## src/rtl/bram_port_arb_pkg.sv

```systemverilog
// Shared types and helpers for the BRAM port arbiter and its round-robin pick.
package bram_port_arb_pkg;

    typedef enum logic {
        ST_INIT = 1'b0,
        ST_RUN  = 1'b1
    } state_e;

    function automatic int clog2(input int n);
        int r;
        r = 0;
        while ((1 << r) < n) r++;
        return r;
    endfunction

endpackage

```

## src/rtl/bram_port_arb_rr_pick.sv

```systemverilog
// Combinational round-robin pick: first request at or above ptr, wrapping.
module rr_pick
    import bram_port_arb_pkg::*;
#(
    parameter int N  = 4,
    parameter int IW = clog2(N)
) (
    input  logic [N-1:0]  req,
    input  logic [IW-1:0] ptr,
    output logic [N-1:0]  gnt,
    output logic [IW-1:0] id
);

    always_comb begin
        logic found;
        int   idx;
        gnt   = '0;
        id    = '0;
        found = 1'b0;
        idx   = 0;
        for (int k = 0; k < N; k++) begin
            idx = int'(ptr) + k;
            if (idx >= N) idx = idx - N;
            if (!found && req[idx]) begin
                found    = 1'b1;
                gnt[idx] = 1'b1;
                id       = IW'(idx);
            end
        end
    end

endmodule

```

## src/rtl/bram_port_arb.sv

```systemverilog
// Round-robin sharing of one BRAM port between NREQ requesters.
// Define BRAM_PORT_ARB_INIT_EN to zero the RAM after reset before serving.
module bram_port_arb
    import bram_port_arb_pkg::*;
#(
    parameter int NREQ = 4,
    parameter int ADR  = 8,
    parameter int DAT  = 9,
    parameter int DEP  = 256,
    parameter int DEL  = 1
) (
    input  logic                clk,
    input  logic                rst_n,
    input  logic [NREQ-1:0]     req,
    input  logic [NREQ-1:0]     req_wen,
    input  logic [NREQ*ADR-1:0] req_adr,
    input  logic [NREQ*DAT-1:0] req_wda,
    output logic [NREQ-1:0]     gnt,
    output logic [NREQ-1:0]     rvld,
    output logic [DAT-1:0]      rdat,
    output logic                ready,
    output logic [ADR-1:0]      ram_adr,
    output logic                ram_wen,
    output logic                ram_ren,
    output logic [DAT-1:0]      ram_wda,
    input  logic [DAT-1:0]      ram_rda
);

    localparam int IW = clog2(NREQ);

    if (DEP > (1 << ADR) || DEL < 1 || DEL > 2 ||
        NREQ < 2 || NREQ > 16) begin : g_param_chk
        $error("bram_port_arb: parameter out of range");
    end

    logic            ready_q, ready_d;
    logic [IW-1:0]   ptr_q, ptr_d;
    logic [ADR-1:0]  adr_q, adr_d;
    logic [DAT-1:0]  wda_q, wda_d;
    logic            wen_q, wen_d;
    logic            ren_q, ren_d;
    logic            push;
    logic            tv_q  [DEL+1];
    logic [IW-1:0]   tid_q [DEL+1];

    logic [NREQ-1:0] pick_gnt;
    logic [IW-1:0]   pick_id;
    logic            run;

`ifdef BRAM_PORT_ARB_INIT_EN
    localparam logic [ADR-1:0] LAST = ADR'(DEP - 1);
    state_e          state_q, state_d;
    logic [ADR-1:0]  swp_q, swp_d;
`endif

    rr_pick #(
        .N  (NREQ),
        .IW (IW)
    ) u_pick (
        .req (req),
        .ptr (ptr_q),
        .gnt (pick_gnt),
        .id  (pick_id)
    );

    assign run = rst_n && ready_q;

    always_comb begin
        gnt   = run ? pick_gnt : '0;
        ptr_d = ptr_q;
        adr_d = adr_q;
        wda_d = wda_q;
        wen_d = 1'b0;
        ren_d = 1'b0;
        push  = 1'b0;
`ifdef BRAM_PORT_ARB_INIT_EN
        state_d = state_q;
        swp_d   = swp_q;
        ready_d = (state_q == ST_RUN);
        if (state_q == ST_INIT) begin
            adr_d = swp_q;
            wda_d = '0;
            wen_d = 1'b1;
            ren_d = 1'b1;
            swp_d = swp_q + 1'b1;
            if (swp_q == LAST) begin
                state_d = ST_RUN;
                ready_d = 1'b1;
            end
        end
`else
        ready_d = 1'b1;
`endif
        if (|gnt) begin
            adr_d = req_adr[int'(pick_id)*ADR +: ADR];
            wda_d = req_wda[int'(pick_id)*DAT +: DAT];
            wen_d = req_wen[pick_id];
            ren_d = 1'b1;
            push  = !req_wen[pick_id];
            if (pick_id == IW'(NREQ - 1)) ptr_d = '0;
            else                           ptr_d = pick_id + 1'b1;
        end
    end

    always_ff @(posedge clk) begin
        if (!rst_n) begin
            ready_q <= 1'b0;
            ptr_q   <= '0;
            adr_q   <= '0;
            wda_q   <= '0;
            wen_q   <= 1'b0;
            ren_q   <= 1'b0;
            for (int k = 0; k <= DEL; k++) begin
                tv_q[k]  <= 1'b0;
                tid_q[k] <= '0;
            end
`ifdef BRAM_PORT_ARB_INIT_EN
            state_q <= ST_INIT;
            swp_q   <= '0;
`endif
        end else begin
            ready_q  <= ready_d;
            ptr_q    <= ptr_d;
            adr_q    <= adr_d;
            wda_q    <= wda_d;
            wen_q    <= wen_d;
            ren_q    <= ren_d;
            tv_q[0]  <= push;
            tid_q[0] <= pick_id;
            for (int k = 1; k <= DEL; k++) begin
                tv_q[k]  <= tv_q[k-1];
                tid_q[k] <= tid_q[k-1];
            end
`ifdef BRAM_PORT_ARB_INIT_EN
            state_q <= state_d;
            swp_q   <= swp_d;
`endif
        end
    end

    // Last tracker stage lines up with the RAM's read data
    always_comb begin
        rvld = '0;
        if (rst_n && tv_q[DEL]) rvld[tid_q[DEL]] = 1'b1;
    end

    assign rdat    = ram_rda;
    assign ready   = ready_q;
    assign ram_adr = adr_q;
    assign ram_wda = wda_q;
    assign ram_wen = wen_q;
    assign ram_ren = ren_q;

endmodule
```

## config.mk

```make
export PLATFORM = sky130hd
export DESIGN_NAME = bram_port_arb
export DESIGN_NICKNAME = d
export VERILOG_FILES = /design/src/rtl/bram_port_arb_pkg.sv /design/src/rtl/bram_port_arb_rr_pick.sv /design/src/rtl/bram_port_arb.sv
export SDC_FILE = /design/constraint.sdc
export NUM_CORES = 1
export LEC_CHECK = 0
export CAP_MARGIN = 40
export CORE_MARGIN = 1
export CORE_UTILIZATION = 38
export CTS_CLUSTER_SIZE = 12
export DETAILED_ROUTE_END_ITERATION = 12
export GPL_TIMING_DRIVEN = 0
export HOLD_SLACK_MARGIN = 0.05
export PLACE_DENSITY_LB_ADDON = 0.12
export REMOVE_ABC_BUFFERS = 1
export SETUP_SLACK_MARGIN = 0.1
export SLEW_MARGIN = 20
export SYNTH_ARGS = -nofsm -noshare
export SYNTH_HDL_FRONTEND = slang
export SYNTH_SLANG_ARGS = --single-unit
export TNS_END_PERCENT = 5
```

## constraint.sdc

```tcl
create_clock -name clk -period 3.58 [get_ports clk]
set_clock_uncertainty 0.15 [all_clocks]
set_input_delay 0.716 -clock clk [delete_from_list [all_inputs] [get_ports clk]]
set_output_delay 0.716 -clock clk [all_outputs]
set_load 0.05 [all_outputs]
```

# After elaboration in Yosys (flattened, before gate mapping)
# Memories as Yosys holds them, arrays and structs flattened.
# Cells that the tools add are included.
[totals] regBits=22 latch_bits=0 mem_bits_rw=6 romBits=0 in_bits=87 output_inout_bits=37 word_cells=108 mem_count=2
[classes] add_sub_neg=8 n_mul=1 div=0 n_lt_le_gt_ge=15 eq_ne=1 n_shift=2 n_mux=50 bitwise=7 n_reduce_logical=16
[memory_table] name="tid_q" words=2 word_bits=2 rd=2 rd_clocked_by_memory_dff=0 write_ports=2 line_no="bram_port_arb.sv:44" text="logic [IW-1:0] tid_q [DEL+1];"
[memory_table] name="tv_q" words=2 word_bits=1 rd=2 rd_clocked_by_memory_dff=0 write_ports=2 line_no="bram_port_arb.sv:43" text="logic tv_q [DEL+1];"
[op_table] operator="32-bit by 1-bit >= comparator with 1-bit output, second input constant" count=4
[op_table] operator="32-bit by 4-bit < comparator with 1-bit output, second input constant" count=4
[op_table] operator="32-bit two-way mux" count=4
[op_table] operator="32-bit by 4-bit >= comparator with 1-bit output, second input constant" count=3
[op_table] operator="32-bit by 4-bit subtractor with 32-bit output, second input constant" count=3
[op_table] operator="36-bit by 7-bit variable part select with 9-bit output" count=1
[op_table] operator="32-bit by 6-bit variable part select with 8-bit output" count=1
[op_table] operator="4-bit two-way mux" count=6
[op_table] operator="1-bit two-way mux" count=23
[op_table] operator="2-bit two-way mux" count=7
[op_table] operator="4-bit bitwise OR" count=3
[op_table] operator="1-bit binary-select mux with 2-bit select" count=5
[op_table] operator="1-bit demux with 2-bit select" count=5
[op_table] operator="1-bit logical AND" count=10
[op_table] operator="2-bit by 2-bit adder with 3-bit output, second input constant" count=2
[op_table] operator="2-bit by 3-bit < comparator with 1-bit output, second input constant" count=2
[op_table] operator="2-bit by 4-bit multiplier with 6-bit output, second input constant" count=1
[op_table] operator="1-bit zero test" count=4
[op_table] operator="1-bit bitwise OR" count=4
[op_table] operator="4-bit OR reduction" count=1
[op_table] operator="2-bit by 3-bit subtractor with 4-bit output, second input constant" count=1
[op_table] operator="2-bit by 1-bit adder with 3-bit output, second input constant" count=1
[op_table] operator="2-bit by 3-bit >= comparator with 1-bit output, second input constant" count=1
[op_table] operator="2-bit by 1-bit adder with 2-bit output, second input constant" count=1
[op_table] operator="other kinds (3)" count=3

# Longest topological paths before layout
# Gate-level depths: netlist (run 1).
[depth] depth_word=20 ltp_mapped=13 mapped_depth_nobuf=9

# Hierarchy
# Synthesis (run 1) repeated with hierarchy kept, for this count alone.
[hier_totals] cells_unflattened=160 hier_area_um2=1893.1
[modules_own_cells] mod="bram_port_arb" n_inst=1 cells_each=111 area_each_um2=1436.4 seq_area_each_um2=560.5
[modules_own_cells] mod="rr_pick" n_inst=1 cells_each=49 area_each_um2=456.7 seq_area_each_um2=0.0

# Least setup slack after synthesis (run 1)
# Ideal clock, no wire load.
[synth_timing] path_type="flip-flop to output port" from="reg ptr_q[0]" to="out gnt[2]" arrival_ns=2.802 t_required_ns=2.714 setup_slack_ns=-0.088 path_stages_with_launch=10 path_buffers=1 path_cell_list="dfxtp_1 -> buf_4 -> inv_1 -> ha_1 -> or3b_1 -> a211o_1 -> a21o_1 -> nand2_1 -> nand2_1 -> a21oi_1"
[synth_via] elab_chain_len=16 elab_cells_between_ends=64 classes_between="add/sub (7); order compare (12); mux (32); bitwise (3); reduce/logical (10)"
[synth_lines] item="start, declared" line_no="bram_port_arb.sv:37" text="logic [IW-1:0] ptr_q, ptr_d;"
[synth_lines] item="start signal, assigned" line_no="bram_port_arb.sv:123" text="ptr_q <= ptr_d;"
[synth_lines] item="parallel branches: the longest is 14 deep, another holds 32-bit by 4-bit subtractor with 32-bit output"
[synth_lines] item="4-bit two-way mux *" line_no="bram_port_arb_rr_pick.sv:24" text="if (!found && req[idx]) begin"
[synth_lines] item="4-bit two-way mux *" line_no="bram_port_arb.sv:69" text="gnt = run ? pick_gnt : '0;"
[synth_lines] item="end, declared" line_no="bram_port_arb.sv:18" text="output logic [NREQ-1:0] gnt,"
# Every way passes the cells marked *. The select of a mux whose other input is x is not followed.

# Worst setup path after layout (run 1)
[layout_timing] from="in req[0]" to="out gnt[1]"
[layout_via] elab_chain_len=14 elab_cells_between_ends=29 classes_between="mux (20); bitwise (3); reduce/logical (6)"
[layout_lines] item="start, declared" line_no="bram_port_arb.sv:14" text="input logic [NREQ-1:0] req,"
[layout_lines] item="1-bit binary-select mux with 2-bit select" line_no="bram_port_arb_rr_pick.sv:24"
[layout_lines] item="1-bit two-way mux (not written as such) (2 in series)" line_no="bram_port_arb_rr_pick.sv:24"
[layout_lines] item="1-bit two-way mux" line_no="bram_port_arb_rr_pick.sv:24"
[layout_lines] item="1-bit zero test" line_no="bram_port_arb_rr_pick.sv:24"
[layout_lines] item="1-bit logical AND" line_no="bram_port_arb_rr_pick.sv:24"
[layout_lines] item="1-bit two-way mux" line_no="bram_port_arb_rr_pick.sv:24"
[layout_lines] item="1-bit zero test" line_no="bram_port_arb_rr_pick.sv:24"
[layout_lines] item="1-bit logical AND" line_no="bram_port_arb_rr_pick.sv:24"
[layout_lines] item="1-bit two-way mux" line_no="bram_port_arb_rr_pick.sv:24"
[layout_lines] item="1-bit zero test" line_no="bram_port_arb_rr_pick.sv:24"
[layout_lines] item="1-bit logical AND" line_no="bram_port_arb_rr_pick.sv:24"
[layout_lines] item="4-bit two-way mux *" line_no="bram_port_arb_rr_pick.sv:24"
[layout_lines] item="4-bit two-way mux *" line_no="bram_port_arb.sv:69"
# Mark *: on every way between the ends. The rest lies on a longest branch, timed or not. The select of a mux whose other input is x is not followed.

==> results of run 1 <==
-- area by class of cell --
cell class | count | area, µm² | share of cell area [%]
Multi-Input combinational cell | 164 | 1400 | 42.0
Timing Repair Buffer | 117 | 1180 | 35.2
Sequential cell | 28 | 568 | 17.0
Tap cell | 70 | 87.6 | 2.62
Clock buffer | 3 | 41.3 | 1.24
Inverter | 8 | 33.8 | 1.01
Clock inverter | 1 | 30.0 | 0.899
-- registers in the layout, summed over array words and instances (netlist names) --
register / flops
ptr_q: 2
ram_wda: 9
ram_adr: 8
ram_ren: 1
tv_q: 2
tid_q: 4
ram_wen: 1
ready: 1
-- worst max-delay path by stage --
| stage | start | to | slack [ns] | depth (start not counted) |
|---|---|---|---|---|
| floorplan | ptr_q[0]$_SDFFE_PN0P_ | ptr_q[0]$_SDFFE_PN0P_ | -1.88 | 9 |
| global placement | req[1] | ram_wda[8]$_SDFFE_PN0P_ | -2.92 | 7 |
| detailed placement | ptr_q[0]$_SDFFE_PN0P_ | gnt[2] | -0.87 | 7 |
| CTS | req[2] | gnt[2] | 0.009 | 8 |
| global route | req[0] | gnt[1] | 0.02 | 8 |
| finish | req[0] | gnt[1] | 0.15 | 8 |
-- layer usage --
layer	up-vias	share of wire, %	GRT usage (%)
met5	-	0	0
met4	0	1.0	4.62
met3	4	8.0	7.02
met2	81	51	32.5
met1	887	40	22.5
li1	1011	-	-
-- critical path, cell delays in order --
cell,delay (ns)
sky130_fd_sc_hd__dlygate4sd2_1,0.36
sky130_fd_sc_hd__or3b_1,0.39
sky130_fd_sc_hd__a211o_1,0.30
sky130_fd_sc_hd__a21o_1,0.20
sky130_fd_sc_hd__nand2_1,0.13
sky130_fd_sc_hd__nand2_1,0.07
sky130_fd_sc_hd__a21oi_1,0.14
sky130_fd_sc_hd__buf_2,0.28
-- Yosys cell counts --
master,number,area [µm²]
sky130_fd_sc_hd__a21oi_1,7,35.0
sky130_fd_sc_hd__nor3_1,8,40.0
sky130_fd_sc_hd__o31a_1,1,8.76
sky130_fd_sc_hd__and3_1,1,6.26
sky130_fd_sc_hd__a221oi_1,2,17.5
sky130_fd_sc_hd__mux2_2,1,11.3
sky130_fd_sc_hd__a2111oi_0,1,8.76
sky130_fd_sc_hd__a211o_1,2,17.5
sky130_fd_sc_hd__or3b_1,1,8.76
sky130_fd_sc_hd__and3b_1,1,8.76
sky130_fd_sc_hd__buf_6,3,33.8
sky130_fd_sc_hd__o21ai_0,4,20.0
sky130_fd_sc_hd__buf_2,8,40.0
sky130_fd_sc_hd__a31oi_1,3,18.8
sky130_fd_sc_hd__and2_1,7,43.8
sky130_fd_sc_hd__inv_1,8,30.0
sky130_fd_sc_hd__nand4_1,1,6.26
sky130_fd_sc_hd__nand3b_1,3,22.5
sky130_fd_sc_hd__buf_1,1,3.75
sky130_fd_sc_hd__a41o_1,1,10.0
sky130_fd_sc_hd__a21o_1,3,22.5
sky130_fd_sc_hd__buf_4,11,82.6
sky130_fd_sc_hd__a22o_1,19,166
sky130_fd_sc_hd__dfxtp_1,28,561
sky130_fd_sc_hd__nor2b_1,6,37.5
sky130_fd_sc_hd__mux4_2,3,67.6
sky130_fd_sc_hd__nor2_1,11,41.3
sky130_fd_sc_hd__nand2b_1,1,6.26
sky130_fd_sc_hd__nand2_1,9,33.8
sky130_fd_sc_hd__nand3_1,1,5.00
sky130_fd_sc_hd__clkbuf_1,5,18.8
sky130_fd_sc_hd__nor4_1,2,12.5
sky130_fd_sc_hd__ha_1,6,75.1
sky130_fd_sc_hd__a22oi_1,1,7.51
sky130_fd_sc_hd__mux2i_1,57,571
sky130_fd_sc_hd__a2111oi_4,1,27.5
-- cells by family (layout without fill, tap and decap cells) --
family | Yosys count | after routing | synth area share [%]
muxes | 61 | 61 | 30.5
and+or+nand+nor | 52 | 52 | 12.8
buffers and inverters | 36 | 129 | 9.82
DFF | 28 | 28 | 26.4
AOI/OAI and AO/OA | 45 | 45 | 16.9
adders and majority gates | 6 | 6 | 3.53
-- power by group --
group	switching (µW)	total, µW	internal [µW]
combinational	1010	1900	884
sequential	63.2	489	426
clock	99.0	249	150
-- repair_timing --
action / in CTS / in global routing
pin swaps: 0 / 1
setup buffers: 2 / 6
gates resized for setup: 26 / 8
endpoints found under the setup margin: 26 / 8
-- stage by stage --
| stage | cells | instance area, µm² |
|---|---|---|
| finish | 391 | 3340 |
| global route | 391 | 3340 |
| CTS | 385 | 3310 |
| detailed placement | 379 | 3200 |
| global placement | 375 | 3090 |
| floorplan | 200 | 1950 |
==> results.md, run 1 <==
- The worst pin sits at a relative slew slack of a little under three fifths.
- The maximum clock path buffer count is 2.
- Summing over every cut layer, the via total after detailed routing is 1983.
- The kind of capture point of the worst setup path is an output port.
- Each instance of the synthesized netlist takes up on average ~9.3 µm².
- The total detailed-routing wirelength is around 5600 µm.
- The number of inserted filler cells in the final layout is between 400 and 500.
- The area of the die is approximately 6000 µm².
- The initial core utilization is between 40 and 50%.
- The placer congestion estimate is ~0.76.
- Clock-pin slew was measured on the worst setup and hold paths at about 0.1 ns.
- IR analysis of the VDD net gives a maximum drop of between 300 and 400 µV.
- The data required time at the worst endpoint is ~2.7 ns.
- The synthesized flop and latch total is 28.
- The endpoint identified for the worst register-to-register timing path is ram_wda[0]$_SDFFE_PN0P_.
- The first global-routing pass estimated 9090 µm of wire.
- After detailed routing, the number of remaining DRC violations is 0.
- In the final routed layout, each cell accounts on average for about 14 µm.
- The antenna diode instance count is 0.
- The static leakage is between 0.001 and 0.0015 µW.
- The core box area is 5240 µm².
- Counting cells, the worst reg-to-reg path comes to 8.
- The number of different library cells used by synthesis comes to 36.
- Data on the critical path arrives at its endpoint at 2.56 ns.
- Clock tree synthesis found a total of 28 sinks.
- The path class of the tightest hold or removal check is flop to flop.
- The share of cells above drive strength 1 is approximately 10%.
- Buffers placed on the I/O ports in this run total between 100 and 150.
- The remaining global-route overflow is 0.
- The final critical path takes up between 90% and 100% of the cycle.
- The tightest hold path in the finished design has a slack of between 0.2 and 0.3 ns.
- The number of clock buffers inserted by TritonCTS is 3.
- The launch point of the worst hold path is tid_q[0][1]$_SDFF_PN0_.
- The source-to-sink clock delay at the later pin of the worst-skew pair is 0.27 ns.
- The cell count after synthesis came out at roughly 230.
- Along the worst path, the maximum fanout reaches 12.
- The first TritonRoute pass finished after 4 iterations.
- The total number of yosys warnings is 0.
- The final count of negative-setup-slack endpoints is 0.
- The aggregate global-route resource usage is roughly a fifth.
- The final count of pins violating max slew is 0.
- The share of synthesized area occupied by flip-flops and latches is 26.4%.
- Entering global routing, the biggest net connects 19 pins.
- The die span in x is between 70 and 80 µm.
- The worst setup slack for register-to-register paths is about 0.45 ns.
- Setup repair after global routing could not meet its margin everywhere.
- The via count of the first global-routing pass is 1919.
- From bottom edge to top edge, the die measures 76.8 µm.
- The kind of start point of the critical path is a primary input.
- The most common library cell in the layout ignoring fill and taps is sky130_fd_sc_hd__clkdlybuf4s50_1.
- The launch point of the worst reg-to-reg path is ptr_q[0]$_SDFFE_PN0P_.
- The initial antenna violation count is 0.
- After the last flow step, the layout net total stands at just over 400.
- For the pin with the worst max-slew slack, the measured transition is between 0.6 and 0.7 ns.
- The ratio of routed vias to standard cells is roughly 5.1.
- The signed area change from the synthesized netlist to the final layout is 57.1%.
- The HPWL after detailed placement is approximately 4300 µm.
- The worst hold path terminates at tid_q[0][3]$_SDFF_PN0_.
- Summing internal, switching and leakage power gives between 2000 and 3000 µW.
- The upper clock frequency limit is 0.292 GHz.
- The count of nets left with antenna violations once routing finished came out at 0.
- The CTS tree is done.
- The total negative slack for setup checks is 0 ns.
- The clock period minus final worst setup slack is approximately 3.4 ns.
- During I/O placement, the number of pins put on the boundary was approximately 120.
- The library cells used most frequently in the layout, excluding fill and tap cells, are sky130_fd_sc_hd__clkdlybuf4s50_1 (96), sky130_fd_sc_hd__mux2i_1 (57), sky130_fd_sc_hd__dfxtp_1 (26).
- Setup slack closes at ~0.15 ns.
- In this run the power density over the cells is approximately 800 nW/µm².
- The pre-CTS setup slack is -0.870 ns.
- At the end of the flow the core is filled with cells to between 60% and 70%.
- In this run the number of H-tree levels came out at 1.
- The run finished with clean final reports.
- The initial detailed-routing violation count is 64.
- The root buffer cell is sky130_fd_sc_hd__clkbuf_8.
- The floorplan has 26 rows.
- In this run the cell area of the synthesized design comes to around 2100 µm².
- The worst setup path is of the primary input to output port kind.
- Across the run, the number of max-cap violations was 0.
- The number of buffers inserted by hold repair at cts is 0.
- The number of endpoints with negative hold slack in the final report is 0.
- The instance count along the most critical hold path is 1.
No activity file was read; power rests on OpenSTA's default activity.
==> run 2: changes to the inputs <==
Settings changed: HOLD_SLACK_MARGIN 0.05 to not set.
==> results of run 2 <==
Same layout as run 1: the final DEF is identical, and so are final timing and power.
==> run 3: changes to the inputs <==
Settings changed: CORE_UTILIZATION 38 to 36, SYNTH_HIERARCHICAL set to 1.
==> results.md, run 3 <==
- The commonest cells after synthesis are sky130_fd_sc_hd__dfxtp_1 (28), sky130_fd_sc_hd__mux4_2 (21), sky130_fd_sc_hd__a22o_1 (18).
- The min-delay analysis places its worst path in the category flop to flop.
- The cell accounting for the most synthesized area is sky130_fd_sc_hd__dfxtp_1.
- STA classifies the critical path startpoint as a primary input.
- The routed length per placed instance is 16.1 µm (+12%).
- The hold slack came to 0.295 ns (+0.00413 ns).
- Setup repair after global routing could not meet its margin everywhere.
- The number of inserted filler cells in the final layout is 445 (-4.9%).
- The worst max-slew margin expressed relative to the limit was 51.9% (-4.6 points).
- The proportion of register bits with asynchronous set or reset after synthesis came to 0% (unchanged).
- In the layout the commonest cells are sky130_fd_sc_hd__clkdlybuf4s50_1 (96), sky130_fd_sc_hd__dfxtp_1 (26), sky130_fd_sc_hd__mux4_2 (21).
- The final count of pins violating max slew came to 0 (unchanged).
- The I/O pin total is 124 (unchanged).
- The initial antenna violation count is 0 (unchanged).
- The share of synthesized area occupied by flip-flops and latches was 29.6% (+3.3 points).
- The aggregate global-route resource usage was 18.2% (-0.91 points).
- The placer congestion estimate is 0.865 (+13%).
- The antenna diode instance count is 0 (unchanged).
- The ratio of final minimum period to clock period is 96.5% (+0.73 points).
- The share of cells above drive strength 1 is 22.1% (+12 points).
- The maximum number of pins on one net before global-route repair was 21 (+2).
- The final antenna-violating net count came to 0 (unchanged).
- The via count is 1724 (-13%).
- The static leakage is 0.00118 µW (-19%).
- The total detailed-routing wirelength was 5350 µm (-4.8%).
- The remaining global-route overflow is 0 (unchanged).
- Walking the worst path, the cells encountered are dlygate4sd2_1 > mux4_2 > nand2b_4 > nor3_4 > a22oi_1 > o21ai_2 > and3_2 > buf_6.
- The worst path arrival time is 2.59 ns (+0.03 ns).
- After synthesis, the cell types taking the most area are sky130_fd_sc_hd__dfxtp_1 (30%), sky130_fd_sc_hd__mux4_2 (25%), sky130_fd_sc_hd__a22o_1 (8.3%).
- The most frequent cell after synthesis is sky130_fd_sc_hd__dfxtp_1.
- The clock period minus final worst setup slack came to 3.45 ns (+0.0261 ns).
- The gate count of the mapped netlist is 160 (-30%).
- The port buffer count came to 105 (unchanged).
- The first-pass iteration count of the detailed router is 4 (unchanged).
- The end-of-flow core utilization was 61.6% (-2.2 points).
- The flow ran to the end, and the final reports show no timing, DRC or antenna violations.
- The core box area came to 5070 µm² (-3.1%).
- The depth of the worst register-to-register path was 10 (+2).
- The number of enable flip-flop cells after synthesis is 0 (unchanged).
- The kind of capture point of the worst setup path is an output port.
- The initial detailed-routing violation count was 53 (-17%).
- The maximum clock path buffer count is 2 (unchanged).
- The pre-CTS setup slack was -0.822 ns (+0.0473 ns).
- The area of the die was 5550 µm² (-5.9%).
- The tree is rooted in a sky130_fd_sc_hd__clkbuf_8.
- The number of buffers inserted by hold repair at cts is 0 (unchanged).
- The average size of a mapped cell came to 11.8 µm² (+27%).
- TritonCTS built the clock tree.
- The number of max-cap violations came to 0 (unchanged).
- The count of clock tree sinks is 28 (unchanged).
- The die span in y is 74.5 µm (-3.0%).
- The ratio of routed vias to standard cells is 5.18 (+2.1%).
- The most common flop cell mapped by yosys is sky130_fd_sc_hd__dfxtp_1.
- The delay contributed by the slowest stage of the critical path came to 0.52 ns (+0.13 ns).
- The total power consumption of the routed design was 2010 µW (-24%).
- The source-to-sink clock delay at the later pin of the worst-skew pair was 0.27 ns (about the same).
- The unique cell type count in the Yosys netlist is 37 (+2.8%).
- The initial core utilization came to 37.3% (-3.3 points).
- The CTS H-tree depth is 1 (unchanged).
- The total number of yosys warnings is 6 (+6).
- The worst-case setup margin in the final layout came to 0.125 ns (-0.0261 ns).
- The clock transition at the registers of the reported paths came to 0.09 ns (about the same).
- The slowest stage of the critical path belongs to the cell sky130_fd_sc_hd__mux4_2.
- The die span in x was 74.5 µm (-3.0%).
- The final count of negative-setup-slack endpoints is 0 (unchanged).
- The first-pass GRT wire length is 7730 µm (-15%).
- The final layout net count came to 361 (-13%).
- The upper clock frequency limit came to 0.289 GHz (-0.75%).
- The instance count along the most critical hold path is 1 (unchanged).
- The flip-flop count of the largest register after layout was 9 (unchanged).
- The via count of the first global-routing pass is 1588 (-17%).
- The worst supply voltage drop on vdd came to 343 µV (-11%).
- The number of clock buffers inserted by TritonCTS is 3 (unchanged).
- The detailed-route DRC error count is 0 (unchanged).
- The most common library cell in the layout ignoring fill and taps is sky130_fd_sc_hd__clkdlybuf4s50_1.
- The biggest fanout along the worst timing path came to 7 (-5).
- The number of endpoints with negative hold slack in the final report came to 0 (unchanged).
- The critical path class is primary input to output port.
- The cell area after synthesis came to 1890 µm² (-11%).
- The slew at the pin closest to its max-slew limit is 0.721 ns (+0.0688 ns).
- The number of placement rows was 26 (unchanged).
- The total area of multi-input combinational cells came to 1240 µm² (-11%).
- The data required time at the worst endpoint is 2.71 ns (about the same).
- The estimated wirelength of the detail-placed design is 3930 µm (-7.6%).
- The power per cell area is 643 nW/µm² (-19%).
- The signed area change from the synthesized netlist to the final layout is 65.0%.
- The area occupied by registers is 568 µm² (unchanged).
- The synthesized flop and latch total is 28 (unchanged).
- The top cell type's share of synthesized area is 29.6% (+2.8 points).
## run 3: cell types whose count changed after synthesis, moves of 5 or more
cell / before / now
sky130_fd_sc_hd__a22oi_1: 1 / 8
sky130_fd_sc_hd__nor2b_1: 6 / 0
sky130_fd_sc_hd__a21oi_1: 7 / 2
sky130_fd_sc_hd__o21ai_1: 0 / 6
sky130_fd_sc_hd__mux4_2: 3 / 21
sky130_fd_sc_hd__mux2i_1: 57 / 2
sky130_fd_sc_hd__buf_2: 8 / 2
sky130_fd_sc_hd__nor2_1: 11 / 4
sky130_fd_sc_hd__nand2_1: 9 / 3
## run 3: cell type report
class	count	share of cell area, %
inverters	5	0.601
flip-flops and latches	28	18.2
clock buffers	3	1.32
repair buffers	117	37.2
multi-input cells	110	39.8
well taps	70	2.80
## run 3: layer usage
metal	GRT usage (%)	vias to the layer above	wire (µm)	share of wire (%)
li1	-	838	-	-
met1	22.3	811	2360	44
met2	31.1	71	2480	46
met3	5.83	4	450	8.4
met4	3.98	0	53	0.99
met5	0	-	0	0
## run 3: stage by stage
stage                     instance area, µm²  setup TNS [ns]  std cells
after floorplan                         1760          -35.29        142
after global placement                  2900          -71.37        317
after detailed placement                2960          -11.29        319
after CTS                               3050               0        329
after global routing                    3120               0        333
final                                   3120               0        333
## run 3: critical path: cells and delay by family
kind | cells | cell delay, ns
mux | 1 | 0.52
buf+inv | 2 | 0.45
simple gates | 3 | 0.65
compound gates | 2 | 0.25
## run 3: power breakdown
part,internal (µW),switching [µW]
Combinational,657,729
Sequential,403,49.9
Clock,75.4,94.0
## run 3: path summary, 6_finish.rpt
check | from | end | slack (ns)
max | req[1] | gnt[2] | 0.13
min | tid_q[0][0]$_SDFF_PN0_ | tid_q[0][2]$_SDFF_PN0_ | 0.30
max reg2reg | ptr_q[1]$_SDFFE_PN0P_ | ram_wda[2]$_SDFFE_PN0P_ | 0.36
min reg2reg | tid_q[0][0]$_SDFF_PN0_ | tid_q[0][2]$_SDFF_PN0_ | 0.30
## run 3: cell families after synthesis
group                    count (synthesis)  share of synthesized area (%)
buffers and inverters                   23                           8.06
adder cells (fa/ha/maj)                  9                           5.95
flip-flops                              28                           29.6
multiplexers                            24                           27.4
AND/OR/NAND/NOR                         33                           11.7
AO/OA/AOI/OAI                           43                           17.3
## run 3: what timing repair did
| action | in CTS | in global routing |
|---|---|---|
| buffers inserted | 7 | 3 |
| resized for setup | 35 | 5 |
| gates cloned | 0 | 1 |
| pin swaps | 3 | 4 |
| endpoints found under the hold margin | 0 | 0 |
| endpoints found under the setup margin | 27 | 26 |
